File: src/rtl/picorv32_axi_port_if.sv
// Native picorv32 memory bus plus AXI4-lite master channels for one core node.
// master = the port (drives AXI requests and mem responses); slave = core and interconnect side.
interface picorv32_axi_port_if;
   logic        mem_valid;
   logic        mem_instr;
   logic [31:0] mem_addr;
   logic [31:0] mem_wdata;
   logic [3:0]  mem_wstrb;
   logic        mem_ready;
   logic [31:0] mem_rdata;

   logic        m_axi_awvalid;
   logic        m_axi_awready;
   logic [31:0] m_axi_awaddr;
   logic [2:0]  m_axi_awprot;

   logic        m_axi_wvalid;
   logic        m_axi_wready;
   logic [31:0] m_axi_wdata;
   logic [3:0]  m_axi_wstrb;

   logic        m_axi_bvalid;
   logic        m_axi_bready;
   logic [1:0]  m_axi_bresp;

   logic        m_axi_arvalid;
   logic        m_axi_arready;
   logic [31:0] m_axi_araddr;
   logic [2:0]  m_axi_arprot;

   logic        m_axi_rvalid;
   logic        m_axi_rready;
   logic [31:0] m_axi_rdata;
   logic [1:0]  m_axi_rresp;

   modport master (
      input  mem_valid, mem_instr, mem_addr, mem_wdata, mem_wstrb,
      output mem_ready, mem_rdata,
      output m_axi_awvalid, m_axi_awaddr, m_axi_awprot,
      input  m_axi_awready,
      output m_axi_wvalid, m_axi_wdata, m_axi_wstrb,
      input  m_axi_wready,
      input  m_axi_bvalid, m_axi_bresp,
      output m_axi_bready,
      output m_axi_arvalid, m_axi_araddr, m_axi_arprot,
      input  m_axi_arready,
      input  m_axi_rvalid, m_axi_rdata, m_axi_rresp,
      output m_axi_rready
   );

   modport slave (
      output mem_valid, mem_instr, mem_addr, mem_wdata, mem_wstrb,
      input  mem_ready, mem_rdata,
      input  m_axi_awvalid, m_axi_awaddr, m_axi_awprot,
      output m_axi_awready,
      input  m_axi_wvalid, m_axi_wdata, m_axi_wstrb,
      output m_axi_wready,
      output m_axi_bvalid, m_axi_bresp,
      input  m_axi_bready,
      input  m_axi_arvalid, m_axi_araddr, m_axi_arprot,
      output m_axi_arready,
      output m_axi_rvalid, m_axi_rdata, m_axi_rresp,
      input  m_axi_rready
   );
endinterface

File: src/rtl/picorv32_axi_port.sv
// picorv32 native port to AXI4-lite master: one request in flight, AXI valids 1 cycle after request,
// zero-wait completion in 3 cycles; core is stalled until mem_ready, slave backpressure held by valids.
module picorv32_axi_port #(
   parameter int unsigned NODE_ID        = 0,
   parameter bit          REMAP_EN       = 1'b1,
   parameter logic [31:0] LOCAL_SIZE     = 32'h0001_0000,
   parameter int unsigned TIMEOUT_CYCLES = 1024
) (
   input  logic                       clk,
   input  logic                       res,
   picorv32_axi_port_if.master        bus,
   output logic                       trap,
   output logic                       err
);
   typedef enum logic [2:0] {IDLE, WR, WB, RA, RR, RESP, HALT} state_t;

   localparam logic [31:0] NODE_BASE  = 32'(NODE_ID) * LOCAL_SIZE;
   localparam logic [31:0] WDOG_LIMIT = 32'(TIMEOUT_CYCLES);

   state_t      state;
   logic        awvalid_q;
   logic        wvalid_q;
   logic        bready_q;
   logic        arvalid_q;
   logic        rready_q;
   logic [31:0] awaddr_q;
   logic [31:0] wdata_q;
   logic [3:0]  wstrb_q;
   logic [31:0] araddr_q;
   logic [2:0]  arprot_q;
   logic        aw_done;
   logic        w_done;
   logic        mem_ready_q;
   logic [31:0] mem_rdata_q;
   logic [31:0] wdog_cnt;
   logic        trap_q;
   logic        err_q;

   logic [31:0] axi_addr;
   logic        aw_hs;
   logic        w_hs;
   logic        b_hs;
   logic        ar_hs;
   logic        r_hs;
   logic        busy;
   logic        to_resp;
   logic [31:0] wdog_next;
   logic        wdog_expire;

   // Only the low local window is relocated into this node's slice of the shared space.
   always_comb begin
      axi_addr = bus.mem_addr;
      if (REMAP_EN && (bus.mem_addr < LOCAL_SIZE))
         axi_addr = bus.mem_addr + NODE_BASE;
   end

   assign aw_hs = awvalid_q & bus.m_axi_awready;
   assign w_hs  = wvalid_q  & bus.m_axi_wready;
   assign b_hs  = bready_q  & bus.m_axi_bvalid;
   assign ar_hs = arvalid_q & bus.m_axi_arready;
   assign r_hs  = rready_q  & bus.m_axi_rvalid;

   assign busy    = (state == WR) || (state == WB) || (state == RA) || (state == RR);
   assign to_resp = ((state == WB) && b_hs) || ((state == RR) && r_hs);

   assign wdog_next   = wdog_cnt + 32'd1;
   assign wdog_expire = (WDOG_LIMIT != 32'd0) && (wdog_next >= WDOG_LIMIT);

   always_ff @(posedge clk) begin
      if (res) begin
         state       <= IDLE;
         awvalid_q   <= 1'b0;
         wvalid_q    <= 1'b0;
         bready_q    <= 1'b0;
         arvalid_q   <= 1'b0;
         rready_q    <= 1'b0;
         awaddr_q    <= '0;
         wdata_q     <= '0;
         wstrb_q     <= '0;
         araddr_q    <= '0;
         arprot_q    <= '0;
         aw_done     <= 1'b0;
         w_done      <= 1'b0;
         mem_ready_q <= 1'b0;
         mem_rdata_q <= '0;
         wdog_cnt    <= '0;
         trap_q      <= 1'b0;
         err_q       <= 1'b0;
      end else begin
         mem_ready_q <= 1'b0;
         if (busy)
            wdog_cnt <= wdog_next;

         case (state)
            IDLE: begin
               if (bus.mem_valid) begin
                  wdog_cnt <= '0;
                  if (bus.mem_wstrb != 4'b0000) begin
                     state     <= WR;
                     awvalid_q <= 1'b1;
                     wvalid_q  <= 1'b1;
                     awaddr_q  <= axi_addr;
                     wdata_q   <= bus.mem_wdata;
                     wstrb_q   <= bus.mem_wstrb;
                     aw_done   <= 1'b0;
                     w_done    <= 1'b0;
                  end else begin
                     state     <= RA;
                     arvalid_q <= 1'b1;
                     araddr_q  <= axi_addr;
                     arprot_q  <= {bus.mem_instr, 2'b00};
                  end
               end
            end
            // AW and W complete in any order; each valid drops right after its own handshake.
            WR: begin
               if (aw_hs) begin
                  awvalid_q <= 1'b0;
                  aw_done   <= 1'b1;
               end
               if (w_hs) begin
                  wvalid_q <= 1'b0;
                  w_done   <= 1'b1;
               end
               if ((aw_done || aw_hs) && (w_done || w_hs)) begin
                  state    <= WB;
                  bready_q <= 1'b1;
                  aw_done  <= 1'b0;
                  w_done   <= 1'b0;
               end
            end
            WB: begin
               if (b_hs) begin
                  state       <= RESP;
                  bready_q    <= 1'b0;
                  mem_ready_q <= 1'b1;
                  if (bus.m_axi_bresp != 2'b00)
                     err_q <= 1'b1;
               end
            end
            RA: begin
               if (ar_hs) begin
                  state     <= RR;
                  arvalid_q <= 1'b0;
                  rready_q  <= 1'b1;
               end
            end
            RR: begin
               if (r_hs) begin
                  state       <= RESP;
                  rready_q    <= 1'b0;
                  mem_rdata_q <= bus.m_axi_rdata;
                  mem_ready_q <= 1'b1;
                  if (bus.m_axi_rresp != 2'b00)
                     err_q <= 1'b1;
               end
            end
            RESP:    state <= IDLE;
            HALT:    state <= HALT;
            default: state <= IDLE;
         endcase

         // Watchdog overrides whatever the state logic chose unless this cycle completes the transfer.
         if (busy && wdog_expire && !to_resp) begin
            state       <= HALT;
            trap_q      <= 1'b1;
            awvalid_q   <= 1'b0;
            wvalid_q    <= 1'b0;
            bready_q    <= 1'b0;
            arvalid_q   <= 1'b0;
            rready_q    <= 1'b0;
            mem_ready_q <= 1'b0;
         end
      end
   end

   assign bus.mem_ready     = mem_ready_q;
   assign bus.mem_rdata     = mem_rdata_q;
   assign bus.m_axi_awvalid = awvalid_q;
   assign bus.m_axi_awaddr  = awaddr_q;
   assign bus.m_axi_awprot  = 3'b000;
   assign bus.m_axi_wvalid  = wvalid_q;
   assign bus.m_axi_wdata   = wdata_q;
   assign bus.m_axi_wstrb   = wstrb_q;
   assign bus.m_axi_bready  = bready_q;
   assign bus.m_axi_arvalid = arvalid_q;
   assign bus.m_axi_araddr  = araddr_q;
   assign bus.m_axi_arprot  = arprot_q;
   assign bus.m_axi_rready  = rready_q;
   assign trap              = trap_q;
   assign err               = err_q;

   a_awvalid_hold: assert property (@(posedge clk) disable iff (res)
      (awvalid_q && !bus.m_axi_awready) |=> (awvalid_q || state == HALT));
   a_wvalid_hold: assert property (@(posedge clk) disable iff (res)
      (wvalid_q && !bus.m_axi_wready) |=> (wvalid_q || state == HALT));
   a_arvalid_hold: assert property (@(posedge clk) disable iff (res)
      (arvalid_q && !bus.m_axi_arready) |=> (arvalid_q || state == HALT));
endmodule

File: src/flat_wrapper.sv
// flat-port wrapper written by rule: the top's interface ports become plain ports
module picorv32_axi_port_flat 
#(
   parameter int unsigned NODE_ID        = 0,
   parameter bit          REMAP_EN       = 1'b1,
   parameter logic [31:0] LOCAL_SIZE     = 32'h0001_0000,
   parameter int unsigned TIMEOUT_CYCLES = 1024
)
  (clk, res, trap, err, bus_mem_valid, bus_mem_instr, bus_mem_addr, bus_mem_wdata, bus_mem_wstrb, bus_mem_ready, bus_mem_rdata, bus_m_axi_awvalid, bus_m_axi_awaddr, bus_m_axi_awprot, bus_m_axi_awready, bus_m_axi_wvalid, bus_m_axi_wdata, bus_m_axi_wstrb, bus_m_axi_wready, bus_m_axi_bvalid, bus_m_axi_bresp, bus_m_axi_bready, bus_m_axi_arvalid, bus_m_axi_araddr, bus_m_axi_arprot, bus_m_axi_arready, bus_m_axi_rvalid, bus_m_axi_rdata, bus_m_axi_rresp, bus_m_axi_rready);
  picorv32_axi_port_if bus_i ();
  input  logic clk;
  input  logic res;
  output logic trap;
  output logic err;
  input wire logic [$bits(bus_i.mem_valid)-1:0] bus_mem_valid;
  input wire logic [$bits(bus_i.mem_instr)-1:0] bus_mem_instr;
  input wire logic [$bits(bus_i.mem_addr)-1:0] bus_mem_addr;
  input wire logic [$bits(bus_i.mem_wdata)-1:0] bus_mem_wdata;
  input wire logic [$bits(bus_i.mem_wstrb)-1:0] bus_mem_wstrb;
  output wire logic [$bits(bus_i.mem_ready)-1:0] bus_mem_ready;
  output wire logic [$bits(bus_i.mem_rdata)-1:0] bus_mem_rdata;
  output wire logic [$bits(bus_i.m_axi_awvalid)-1:0] bus_m_axi_awvalid;
  output wire logic [$bits(bus_i.m_axi_awaddr)-1:0] bus_m_axi_awaddr;
  output wire logic [$bits(bus_i.m_axi_awprot)-1:0] bus_m_axi_awprot;
  input wire logic [$bits(bus_i.m_axi_awready)-1:0] bus_m_axi_awready;
  output wire logic [$bits(bus_i.m_axi_wvalid)-1:0] bus_m_axi_wvalid;
  output wire logic [$bits(bus_i.m_axi_wdata)-1:0] bus_m_axi_wdata;
  output wire logic [$bits(bus_i.m_axi_wstrb)-1:0] bus_m_axi_wstrb;
  input wire logic [$bits(bus_i.m_axi_wready)-1:0] bus_m_axi_wready;
  input wire logic [$bits(bus_i.m_axi_bvalid)-1:0] bus_m_axi_bvalid;
  input wire logic [$bits(bus_i.m_axi_bresp)-1:0] bus_m_axi_bresp;
  output wire logic [$bits(bus_i.m_axi_bready)-1:0] bus_m_axi_bready;
  output wire logic [$bits(bus_i.m_axi_arvalid)-1:0] bus_m_axi_arvalid;
  output wire logic [$bits(bus_i.m_axi_araddr)-1:0] bus_m_axi_araddr;
  output wire logic [$bits(bus_i.m_axi_arprot)-1:0] bus_m_axi_arprot;
  input wire logic [$bits(bus_i.m_axi_arready)-1:0] bus_m_axi_arready;
  input wire logic [$bits(bus_i.m_axi_rvalid)-1:0] bus_m_axi_rvalid;
  input wire logic [$bits(bus_i.m_axi_rdata)-1:0] bus_m_axi_rdata;
  input wire logic [$bits(bus_i.m_axi_rresp)-1:0] bus_m_axi_rresp;
  output wire logic [$bits(bus_i.m_axi_rready)-1:0] bus_m_axi_rready;
  assign bus_i.mem_valid = bus_mem_valid;
  assign bus_i.mem_instr = bus_mem_instr;
  assign bus_i.mem_addr = bus_mem_addr;
  assign bus_i.mem_wdata = bus_mem_wdata;
  assign bus_i.mem_wstrb = bus_mem_wstrb;
  assign bus_mem_ready = bus_i.mem_ready;
  assign bus_mem_rdata = bus_i.mem_rdata;
  assign bus_m_axi_awvalid = bus_i.m_axi_awvalid;
  assign bus_m_axi_awaddr = bus_i.m_axi_awaddr;
  assign bus_m_axi_awprot = bus_i.m_axi_awprot;
  assign bus_i.m_axi_awready = bus_m_axi_awready;
  assign bus_m_axi_wvalid = bus_i.m_axi_wvalid;
  assign bus_m_axi_wdata = bus_i.m_axi_wdata;
  assign bus_m_axi_wstrb = bus_i.m_axi_wstrb;
  assign bus_i.m_axi_wready = bus_m_axi_wready;
  assign bus_i.m_axi_bvalid = bus_m_axi_bvalid;
  assign bus_i.m_axi_bresp = bus_m_axi_bresp;
  assign bus_m_axi_bready = bus_i.m_axi_bready;
  assign bus_m_axi_arvalid = bus_i.m_axi_arvalid;
  assign bus_m_axi_araddr = bus_i.m_axi_araddr;
  assign bus_m_axi_arprot = bus_i.m_axi_arprot;
  assign bus_i.m_axi_arready = bus_m_axi_arready;
  assign bus_i.m_axi_rvalid = bus_m_axi_rvalid;
  assign bus_i.m_axi_rdata = bus_m_axi_rdata;
  assign bus_i.m_axi_rresp = bus_m_axi_rresp;
  assign bus_m_axi_rready = bus_i.m_axi_rready;
  picorv32_axi_port #(.NODE_ID(NODE_ID), .REMAP_EN(REMAP_EN), .LOCAL_SIZE(LOCAL_SIZE), .TIMEOUT_CYCLES(TIMEOUT_CYCLES)) u_core (.clk(clk), .res(res), .bus(bus_i), .trap(trap), .err(err));
endmodule
File: config.mk
export PLATFORM = sky130hd
export DESIGN_NAME = picorv32_axi_port_flat
export DESIGN_NICKNAME = d
export VERILOG_FILES = /design/src/rtl/picorv32_axi_port_if.sv /design/src/rtl/picorv32_axi_port.sv /design/src/flat_wrapper.sv
export SDC_FILE = /design/constraint.sdc
export NUM_CORES = 1
export LEC_CHECK = 0
export CORE_ASPECT_RATIO = 0.8
export CORE_MARGIN = 5
export CORE_UTILIZATION = 45
export CTS_BUF_LIST = sky130_fd_sc_hd__clkbuf_16
export DETAILED_ROUTE_END_ITERATION = 6
export GPL_TIMING_DRIVEN = 0
export PLACE_DENSITY = 0.83
export SKIP_CTS_REPAIR_TIMING = 1
export SYNTH_ARGS = -nofsm -noshare
export SYNTH_HDL_FRONTEND = slang
export SYNTH_SLANG_ARGS = --single-unit
File: constraint.sdc
create_clock -name clk -period 3.5 [get_ports clk]
set_clock_uncertainty 0.1 [all_clocks]
set_input_delay 0.525 -clock clk [delete_from_list [all_inputs] [get_ports clk]]
set_output_delay 0.525 -clock clk [all_outputs]
set_load 0.02 [all_outputs]
; Word level (Yosys, flattened, before mapping)
; Cells that the tools add are included.
[totals]
regBits = 178
inputBits = 113
out_inout_bits = 146
word_cells = 128
[op_classes]
add_sub_neg = 1
magnitude_cmp = 1
eq_ne = 23
n_mux = 43
n_bitwise = 6
n_reduce_logical = 35
[op_table]
columns = operator, n
row1 = two-way mux 32 bit, 3
row2 = adder 32 x 1 -> 32 bit (second input constant), 1
row3 = >= comparator 32 x 11 -> 1 bit (second input constant), 1
row4 = two-way mux 1 bit, 23
row5 = AND reduction 4 bit, 5
row6 = two-way mux 3 bit, 6
row7 = inequality test 3 x 2 -> 1 bit (second input constant), 6
row8 = one-hot mux 1 bit (2 select lines), 9
row9 = one-hot mux 3 bit (6 select lines), 1
row10 = AND reduction 5 bit, 3
row11 = nonzero test 2 bit, 7
row12 = inequality test 2 x 1 -> 1 bit (second input constant), 6
row13 = AND reduction 3 bit, 4
row14 = inequality test 2 bit (second input constant), 5
row15 = equality test 3 x 2 -> 1 bit (second input constant), 2
row16 = equality test 3 bit (second input constant), 2
row17 = logical OR 1 bit, 6
row18 = AND 1 bit, 5
row19 = logical AND 1 bit, 5
row20 = nonzero test 4 bit, 1
row21 = equality test 3 x 1 -> 1 bit (second input constant), 1
row22 = logical NOT 3 bit, 1
row23 = inequality test 3 bit (second input constant), 1
row24 = two-way mux 2 bit, 1
row25 = 4 further kinds, 4

; Logic depth before layout (Yosys ltp)
; Gate-level depths: netlist of the first run.
[logic_depth]
ltp_word = 8
depth_mapped = 10
depth_no_buf = 8

; Least setup slack after synthesis of the first run
; No wires, ideal clock.
[synth_path]
path_kind = register to register
startpoint = reg u_core.wdog_cnt[0]
endpoint = reg u_core.state[2]
setup_time_ns = 0.133
arrival_time_ns = 2.488
required_ns = 3.267
slack_ns = 0.780
stages_incl_launch_ff = 9
n_path_buf = 0
period_less_slack_ns = 2.720
path_cell_list = dfxtp_1 -> ha_1 -> nand2_1 -> nor4_1 -> and3_1 -> or4b_1 -> a221oi_2 -> a41o_1 -> a31oi_1
[synth_between]
elab_chain_cells = 6
elab_cells_between_ends = 11
[synth_lines]
columns = element, line_no
row1 = from (decl), picorv32_axi_port.sv:35  ; logic [31:0] wdog_cnt;
row2 = from (signal assigned), picorv32_axi_port.sv:92  ; wdog_cnt <= wdog_next;
row3 = adder 32 x 1 -> 32 bit (*), picorv32_axi_port.sv:66  ; assign wdog_next = wdog_cnt + 32'd1;
row4 = >= comparator 32 x 11 -> 1 bit (*), picorv32_axi_port.sv:67  ; assign wdog_expire = (WDOG_LIMIT != 32'd0) && (wdog_next >= WDOG_LIMIT);
row5 = logical AND 1 bit (*) (2 in series), picorv32_axi_port.sv:164  ; if (busy && wdog_expire && !to_resp) begin
row6 = inequality test 3 x 2 -> 1 bit (no line) / inequality test 3 bit (equally long branches), -
row7 = AND reduction 5 bit (no line), -
row8 = to (signal assigned), picorv32_axi_port.sv:159  ; HALT: state <= HALT;
row9 = to (signal assigned), picorv32_axi_port.sv:160  ; default: state <= IDLE;
row10 = to (signal assigned), picorv32_axi_port.sv:165  ; state <= HALT;
row11 = to (decl), picorv32_axi_port.sv:20  ; state_t state;
; Every way passes the cells marked *; elsewhere a longest branch is shown, timed or not.
; A chain may end at the register's enable or synchronous reset.

; Worst setup path after layout of the first run
[layout_path]
startpoint = in bus_mem_wstrb[0]
endpoint = reg u_core.wdata_q[3], in the netlist u_core.bus.m_axi_wdata[3]
[layout_between]
elab_chain_cells = 2
[layout_lines]
columns = element, line_no
row1 = from (decl), flat_wrapper.sv:19  ; input wire logic [$bits(bus_i.mem_wstrb)-1:0] bus_mem_wstrb;
row2 = nonzero test 4 bit, picorv32_axi_port.sv:98  ; if (bus.mem_wstrb != 4'b0000) begin
row3 = AND reduction 3 bit (no line), -
row4 = to (signal assigned), picorv32_axi_port.sv:103  ; wdata_q <= bus.mem_wdata;
row5 = to (decl), picorv32_axi_port.sv:27  ; logic [31:0] wdata_q;
; Every way passes these cells.

==> reports/metrics.yaml, run 1 <==
fillCellCount: 1336
cap_violations: 0
grt_pass1_wl_um: 35300
first_pass_iters: 5
die_h_um: 123
power.leakage_nw: 3.68
r2r_slack_ns: 0.36
ys_seq_area_share_pct: 49.7
regArea_um2: 3560
hp-class: "reg2reg"
critPathMaxFanout: 10
drt-initial-drc-count: 406
design.core.area_um2: 15700
syn_inst: 917
synth_area_leaders: "dfxtp_1 (50%), nand2_1 (15%), a21oi_1 (10%)"
cts_buffers: 17
synth_area_per_cell_um2: 7.82
finalCriticalPeriod_ns: 3.15
r2r-end: "u_core.bus.m_axi_rready"
grt_remaining_overflow: 0
postSynthRegisterBits: 178
dp_hpwl_um: 17400
ir_drop_v: 0.000427
crit_path_start_kind: "primary input"
area_delta_synth_final_pct: 48.4
yosysWarnings: 0
place_area_um2: 9980
rsz0062_at_grt: "no"
finalSetupTns_ns: 0
min_delay_path_depth: 2
synth_top_area_share_pct: 49.7
clkLatencyLatePin_ns: 0.42
finalMaxSlewViolations: 0
r2r-start: "u_core.wdog_cnt[0]"
ys_types: 54
dieArea_um2: 18600
track_usage_pct: 24.2
setup_violations: 0
status: "finished clean"
drc: 0
antenna_found_initial: 0
fin_area_um2: 10600
nets: 1307
multi_input_area_um2: 3330
rows: 41
timing.final.crit_share_pct: 89.9
wire_per_inst_um: 16.4
whs_endpoint: "u_core.bus.mem_rdata[26]"
drive_above_1_share_pct: 4.31
synth_most_common_cell: "nand2_1"
place_congestion: 0.876
wirelength_um: 23300
cts_root_buf: "clkbuf_16"
power_density_nw_per_um2: 575
synth_ff_type: "dfxtp_1"
synthTopCellsByCount: "nand2_1 (285), dfxtp_1 (178), a21oi_1 (143)"
grt_max_degree: 18
synth-edff-count: 0
crit_type: "in2reg"
cts_sinks: 178
hold_viol: 0
max_freq_mhz: 318
hold_path_startpoint: "u_core.bus.mem_rdata[26]"
synthArstFlopShare_pct: 0
synth_top_area_cell: "dfxtp_1"
cp-end-kind: "register"
cts_max_path_buffers: 2
required_ns: 3.76
htree_levels: 4
worst_slew_pin_slew_ns: 1.03
routed_via_density: 5.17
antenna_left: 0
cp.arrival_ns: 3.40
synth_area_um2: 7170
grt_pass1_vias: 7052
relSlewSlack_pct: 30.7
die_x_um: 151
rr_worst_depth: 8
io_buffer_count: 253
clk_pin_slew_worst_paths_ns: 0.07
vias: 7345
start_util_pct: 45.7
hold_ws_ns: 0.354
io_pins: 259
cts_tree: "built"
through the flow:
step / std cells / setup slack (ns) / utilization (%) / total power [mW]
after floorplan: 921 / 0.780 / - / 3.30
after global placement: 1389 / 0.172 / 63.6 / 4.02
after detailed placement: 1389 / 0.0594 / 63.6 / 4.04
after CTS: 1421 / 0.256 / 67.7 / 6.14
after global routing: 1421 / 0.102 / 67.8 / 6.40
final: 1422 / 0.354 / 67.8 / 6.11
how the worst max path moves through the flow:
stage | cells past startpoint | end | from
2_1_floorplan | 8 | u_core.state[2] | u_core.wdog_cnt[0]
3_3_place_gp | 8 | u_core.bus.m_axi_wdata[3] | bus_mem_wstrb[0]
3_5_place_dp | 8 | u_core.bus.m_axi_wdata[3] | bus_mem_wstrb[0]
4_1_cts | 8 | u_core.bus.m_axi_rready | u_core.wdog_cnt[0]
5_1_grt | 8 | u_core.bus.m_axi_rready | u_core.wdog_cnt[0]
6_report | 8 | u_core.bus.m_axi_wdata[3] | bus_mem_wstrb[0]
report_power, final:
group          switching (mW)  total, mW  internal [mW]
clock network           0.870       2.09           1.22
logic                    1.01       1.69          0.675
registers               0.117       2.34           2.22
registers in the layout, indices dropped and copies added, names as in the netlist, 3 cells and up:
register	cells
u_core.bus.mem_rdata	32
u_core.bus.m_axi_araddr	32
u_core.bus.m_axi_wstrb	4
u_core.bus.m_axi_wdata	32
u_core.wdog_cnt	32
u_core.state	3
u_core.bus.m_axi_awaddr	32
metal layers:
layer	part of all wire (%)	track usage, %	up-vias
met5	0	0	-
met4	2.3	8.49	0
met3	10	9.56	33
met2	48	40.7	277
met1	39	28.1	3413
li1	-	-	3622
worst max-delay path: stages:
cell and delay, ns:
clkdlybuf4s50_1 0.42, nor4_1 0.89, nand2b_1 0.20, clkbuf_1 0.20
clkbuf_1 0.41, clkbuf_1 0.42, nand2_1 0.14, a21oi_1 0.19
cell families (layout without fill, tap and decap cells):
logic type,count (synthesis),in the layout,synth area share (%)
AND/OR/NAND/NOR,442,442,26.9
AO/OA/AOI/OAI,185,185,14.2
flip-flops,178,178,49.7
buffers and inverters,72,357,4.19
XOR/XNOR,33,33,4.03
multiplexers,5,5,0.733
adder cells (fa/ha/maj),1,1,0.175
other,1,6,0.0523
area by class of cell:
cell class / instances / area share (%)
repair buffers: 253 / 23.8
flip-flops and latches: 178 / 33.5
clock buffers: 17 / 4.00
well taps: 215 / 2.53
plain buffers: 64 / 2.54
inverters: 8 / 0.282
diodes: 1 / 0.0235
multi-input cells: 671 / 31.3
clock inverters: 15 / 2.08
cell usage in the layout, fill, tap and decap left out, drive strengths merged, types with 2 or more instances in the layout:
cell,instances
a21oi,143
a22oi,6
a31oi,5
and2,2
and3,9
and4,3
buf,11
bufinv,4
clkbuf,70
clkdlybuf4s50,253
clkinv,2
clkinvlp,2
conb,5
dfxtp,178
inv,15
mux2,2
mux2i,3
nand2,285
nand2b,3
nand3,20
nand4,17
nor2,58
nor2b,5
nor3,11
nor3b,2
nor4,10
o211ai,2
o21a,3
o21ai,13
o31a,2
or2,2
or3,9
xnor2,12
xor2,21
No activity file was read; power rests on OpenSTA's default activity.
==> run 2: changes to the inputs <==
--- a/config.mk
+++ b/config.mk
@@ -7,11 +7,11 @@
 export LEC_CHECK = 0
 export CORE_ASPECT_RATIO = 0.8
 export CORE_MARGIN = 5
-export CORE_UTILIZATION = 45
+export CORE_UTILIZATION = 40
 export CTS_BUF_LIST = sky130_fd_sc_hd__clkbuf_16
 export DETAILED_ROUTE_END_ITERATION = 6
-export GPL_TIMING_DRIVEN = 0
-export PLACE_DENSITY = 0.83
+export GPL_ROUTABILITY_DRIVEN = 0
+export PLACE_DENSITY = 0.75
 export SKIP_CTS_REPAIR_TIMING = 1
 export SYNTH_ARGS = -nofsm -noshare
 export SYNTH_HDL_FRONTEND = slang
==> reports/metrics.yaml, run 2 (synthesis gave the netlist of run 1 again) <==
rsz0062_at_grt: "no"
r2r-start: "u_core.wdog_cnt[18]"
hold_viol: 0  # unchanged
first_pass_iters: 5  # unchanged
routed_via_density: 5.08  # -1.7%
drive_above_1_share_pct: 4.94  # +0.63 points
clk_pin_slew_worst_paths_ns: 0.07  # about the same
power_density_nw_per_um2: 555  # -3.4%
required_ns: 3.68  # -0.08 ns
setup_violations: 0  # unchanged
crit_type: "reg2reg"
track_usage_pct: 19.9  # -4.3 points
drt-initial-drc-count: 439  # +8.1%
drc: 0  # unchanged
ir_drop_v: 0.000404  # -5.3%
nets: 1255  # -4.0%
whs_endpoint: "u_core.bus.m_axi_wdata[16]"
io_pins: 259  # unchanged
die_x_um: 160  # +5.7%
finalMaxSlewViolations: 0  # unchanged
r2r-end: "u_core.state[2]"
min_delay_path_depth: 2  # unchanged
cap_violations: 0  # unchanged
fin_area_um2: 10400  # -2.3%
area_delta_synth_final_pct: 45.0
vias: 7002  # -4.7%
diodes: 0  # -1
grt_pass1_vias: 6521  # -7.5%
cp-end-kind: "register"
cts_buffers: 17  # unchanged
worst_slew_pin_slew_ns: 0.730  # -0.300 ns
rr_worst_depth: 7  # -1
clkLatencyLatePin_ns: 0.43  # about the same
cp.arrival_ns: 3.14  # -0.26 ns
antenna_found_initial: 0  # unchanged
finalSetupTns_ns: 0  # unchanged
cts_root_buf: "clkbuf_16"
start_util_pct: 41.0  # -4.7 points
wire_per_inst_um: 15.6  # -4.9%
io_buffer_count: 253  # unchanged
rows: 43  # +4.9%
grt_remaining_overflow: 0  # unchanged
grt_pass1_wl_um: 33500  # -5.1%
die_h_um: 130  # +5.6%
wirelength_um: 21500  # -7.8%
status: "finished clean"
dieArea_um2: 20700  # +12%
cts_sinks: 178  # unchanged
layout_commonest_cell: "nand2_1"
dp_hpwl_um: 15100  # -13%
max_freq_mhz: 337  # +6.1%
power.leakage_nw: 3.58  # -2.8%
finalCriticalPeriod_ns: 2.97  # -0.180 ns
r2r_slack_ns: 0.53  # +0.17 ns
design.core.area_um2: 17500  # +11%
crit_path_start_kind: "register"
hp-class: "reg2reg"
timing.final.crit_share_pct: 84.8  # -5.1 points
grt_max_degree: 68  # +50
antenna_left: 0  # unchanged
mostFrequentLayoutCells: "nand2_1 (285), clkdlybuf4s50_1 (252), dfxtp_1 (178), a21oi_1 (143), nor2_1 (58)"
cts_max_path_buffers: 2  # unchanged
cts_tree: "built"
htree_levels: 4  # unchanged
place_area_um2: 9840  # -1.4%
relSlewSlack_pct: 51.3  # +21 points
critPathMaxFanout: 10  # unchanged
hold_path_startpoint: "u_core.bus.m_axi_wdata[16]"
run 2: stage by stage:
stage	utilization (%)	instances	hold slack [ns]	power (mW)	worst slack, ns
2_1_floorplan	-	921	0.359	3.30	0.780
6_report	59.4	1379	0.353	5.77	0.534
3_3_place_gp	56.3	1347	0.341	3.99	0.645
5_1_grt	59.4	1379	0.367	6.07	0.367
4_1_cts	59.4	1379	0.356	5.81	0.566
3_5_place_dp	56.3	1347	0.346	4.01	0.587
run 2: layer usage:
layer	GRT usage, %	vias up	part of all wire (%)
met1	23.8	3211	42
li1	-	3508	-
met2	32.2	256	45
met5	0	-	0
met3	8.97	27	11
met4	6.63	0	1.7
run 2: cell type report:
class	instances	area, um2
clock buffers	17	425
flip-flops and latches	178	3560
repair buffers	265	2630
multi-input cells	671	3330
inverters	8	30.0
clock inverters	15	124
fillers	1563	7090
well taps	225	282
run 2: critical path: stages (launching register included):
cell,delay (ns)
dfxtp_1,0.50
nand4_1,0.28
or2_2,0.39
o31a_1,0.29
or4b_1,0.54
a221oi_2,0.30
a41o_1,0.30
a31oi_1,0.10
run 2: where the power goes:
group | switching [mW] | internal [mW] | total [mW]
registers | 0.144 | 2.22 | 2.37
logic | 0.935 | 0.676 | 1.61
clock network | 0.866 | 0.926 | 1.79
run 2: how the worst max path moves through the flow:
stage                        startpoint                      end  cells after the start
floorplan            u_core.wdog_cnt[0]          u_core.state[2]                      8
global placement    u_core.wdog_cnt[10]  u_core.bus.m_axi_rready                      7
detailed placement  u_core.wdog_cnt[18]  u_core.bus.m_axi_wvalid                      7
CTS                 u_core.wdog_cnt[18]          u_core.state[2]                      7
global route        u_core.wdog_cnt[18]          u_core.state[2]                      7
finish              u_core.wdog_cnt[18]          u_core.state[2]                      7
==> run 3: changes to the inputs <==
==> constraint.sdc (replaced) <==
create_clock -name clk -period 3 [get_ports clk]
set_clock_uncertainty 0.1 [all_clocks]
set_input_delay 0.45 -clock clk [delete_from_list [all_inputs] [get_ports clk]]
set_output_delay 0.45 -clock clk [all_outputs]
set_load 0.02 [all_outputs]
==> reports/metrics.yaml, run 3 (synthesis gave the netlist of run 1 again) <==
mostFrequentLayoutCells: "nand2_1 (285), clkdlybuf4s50_1 (252), dfxtp_1 (174), a21oi_1 (143), nor2_1 (58)"
nets: 1259  # +0.32%
cp.arrival_ns: 3.04  # -0.10 ns
dieArea_um2: 20700  # unchanged
drive_above_1_share_pct: 6.13  # +1.2 points
start_util_pct: 41.0  # unchanged
cp-end-kind: "register"
rsz0062_at_grt: "no"
wirelength_um: 21500  # +0.19%
antenna_left: 0  # unchanged
hp-class: "in2reg"
track_usage_pct: 20.4  # +0.55 points
grt_pass1_wl_um: 34400  # +2.7%
grt_pass1_vias: 6646  # +1.9%
clk_pin_slew_worst_paths_ns: 0.07  # about the same
power_density_nw_per_um2: 647  # +17%
io_buffer_count: 253  # unchanged
max_freq_mhz: 352  # +4.6%
multi_input_area_um2: 3360  # +0.79%
cts_sinks: 178  # unchanged
hold_viol: 0  # unchanged
cap_violations: 0  # unchanged
cts_tree: "built"
grt_max_degree: 69  # +1.5%
min_delay_path_depth: 2  # unchanged
dp_hpwl_um: 15200  # +0.66%
antenna_found_initial: 0  # unchanged
cts_max_path_buffers: 2  # unchanged
die_x_um: 160  # unchanged
die_h_um: 130  # unchanged
finalMaxSlewViolations: 0  # unchanged
rr_worst_depth: 9  # +2
first_pass_iters: 5  # unchanged
routed_via_density: 5.03  # -0.96%
drt-initial-drc-count: 502  # +14%
design.core.area_um2: 17500  # unchanged
htree_levels: 4  # unchanged
relSlewSlack_pct: 56.8  # +5.5 points
required_ns: 3.21  # -0.47 ns
r2r_slack_ns: 0.16  # -0.37 ns
area_delta_synth_final_pct: 46.4
vias: 6955  # -0.67%
rows: 43  # unchanged
grt_remaining_overflow: 0  # unchanged
cts_root_buf: "clkbuf_16"
finalCriticalPeriod_ns: 2.84  # -0.129 ns
io_pins: 259  # unchanged
status: "finished clean"
hold_ws_ns: 0.342  # -0.0109 ns
critPathMaxFanout: 6  # -4
drc: 0  # unchanged
cts_buffers: 17  # unchanged
crit_type: "reg2reg"
worst_slew_pin_slew_ns: 0.648  # -0.0821 ns
wire_per_inst_um: 15.6  # about the same
fillCellCount: 1575  # +0.77%
ir_drop_v: 0.000395  # -2.2%
finalSetupTns_ns: 0  # unchanged
power.leakage_nw: 3.63  # +1.5%
diodes: 0  # unchanged
setup_violations: 0  # unchanged
clkLatencyLatePin_ns: 0.43  # about the same
crit_path_start_kind: "register"
timing.final.crit_share_pct: 94.6  # +9.8 points
regArea_um2: 3570  # +0.14%
layout_commonest_cell: "nand2_1"
## run 3: changes by cell type in the layout (fill, tap and decap cells not counted), sizes merged
cell,delta
buf,+4
clkinvlp,-4
clkinv,+5
inv,-1
## run 3: report_power, final
group / switching [mW] / internal (mW)
clock network: 1.04 / 1.10
registers: 0.164 / 2.59
logic: 1.10 / 0.798
## run 3: area by class of cell
type	instances	share of cell area, %
inverter	8	0.286
sequential	178	34.0
clock inverter	15	1.36
timing repair buffer	269	25.6
multi-input combinational	671	32.0
tap	225	2.68
clock buffer	17	4.05
## run 3: layer usage
metal / wire length, um / vias to the layer above / GRT usage [%]
li1: - / 3504 / -
met1: 9020 / 3171 / 24.8
met2: 9840 / 255 / 32.8
met3: 2330 / 25 / 9.60
met4: 349 / 0 / 5.92
met5: 0 / - / 0
## run 3: path summary, 6_finish.rpt
| kind | from | to |
|---|---|---|
| worst max-delay path | u_core.wdog_cnt[0] | u_core.state[2] |
| worst max register to register | u_core.wdog_cnt[0] | u_core.state[2] |
| worst min-delay path | res | u_core.bus.m_axi_wstrb[0] |
| worst min register to register | u_core.trap | u_core.trap |
## run 3: critical path, stage by stage (launching register included)
cell and delay, ns:
dfxtp_2 0.38, ha_2 0.22, nand2_1 0.11, nor4_1 0.30, buf_4 0.19, and3_1 0.19, or4b_1 0.47, a221oi_2 0.35
a41o_1 0.29, a31oi_1 0.10
## run 3: metrics by stage
stage | setup WS [ns] | cell area (um2) | total power, mW | instances | utilization, %
after detailed placement | 0.164 | 9900 | 4.70 | 1351 | 56.6
after global routing | 0.0157 | 10500 | 7.16 | 1383 | 60.0
after global placement | 0.218 | 9900 | 4.67 | 1351 | 56.6
final | 0.163 | 10500 | 6.79 | 1383 | 60.0
after CTS | 0.137 | 10500 | 6.83 | 1383 | 59.8
after floorplan | 0.280 | 7180 | 3.85 | 921 | -
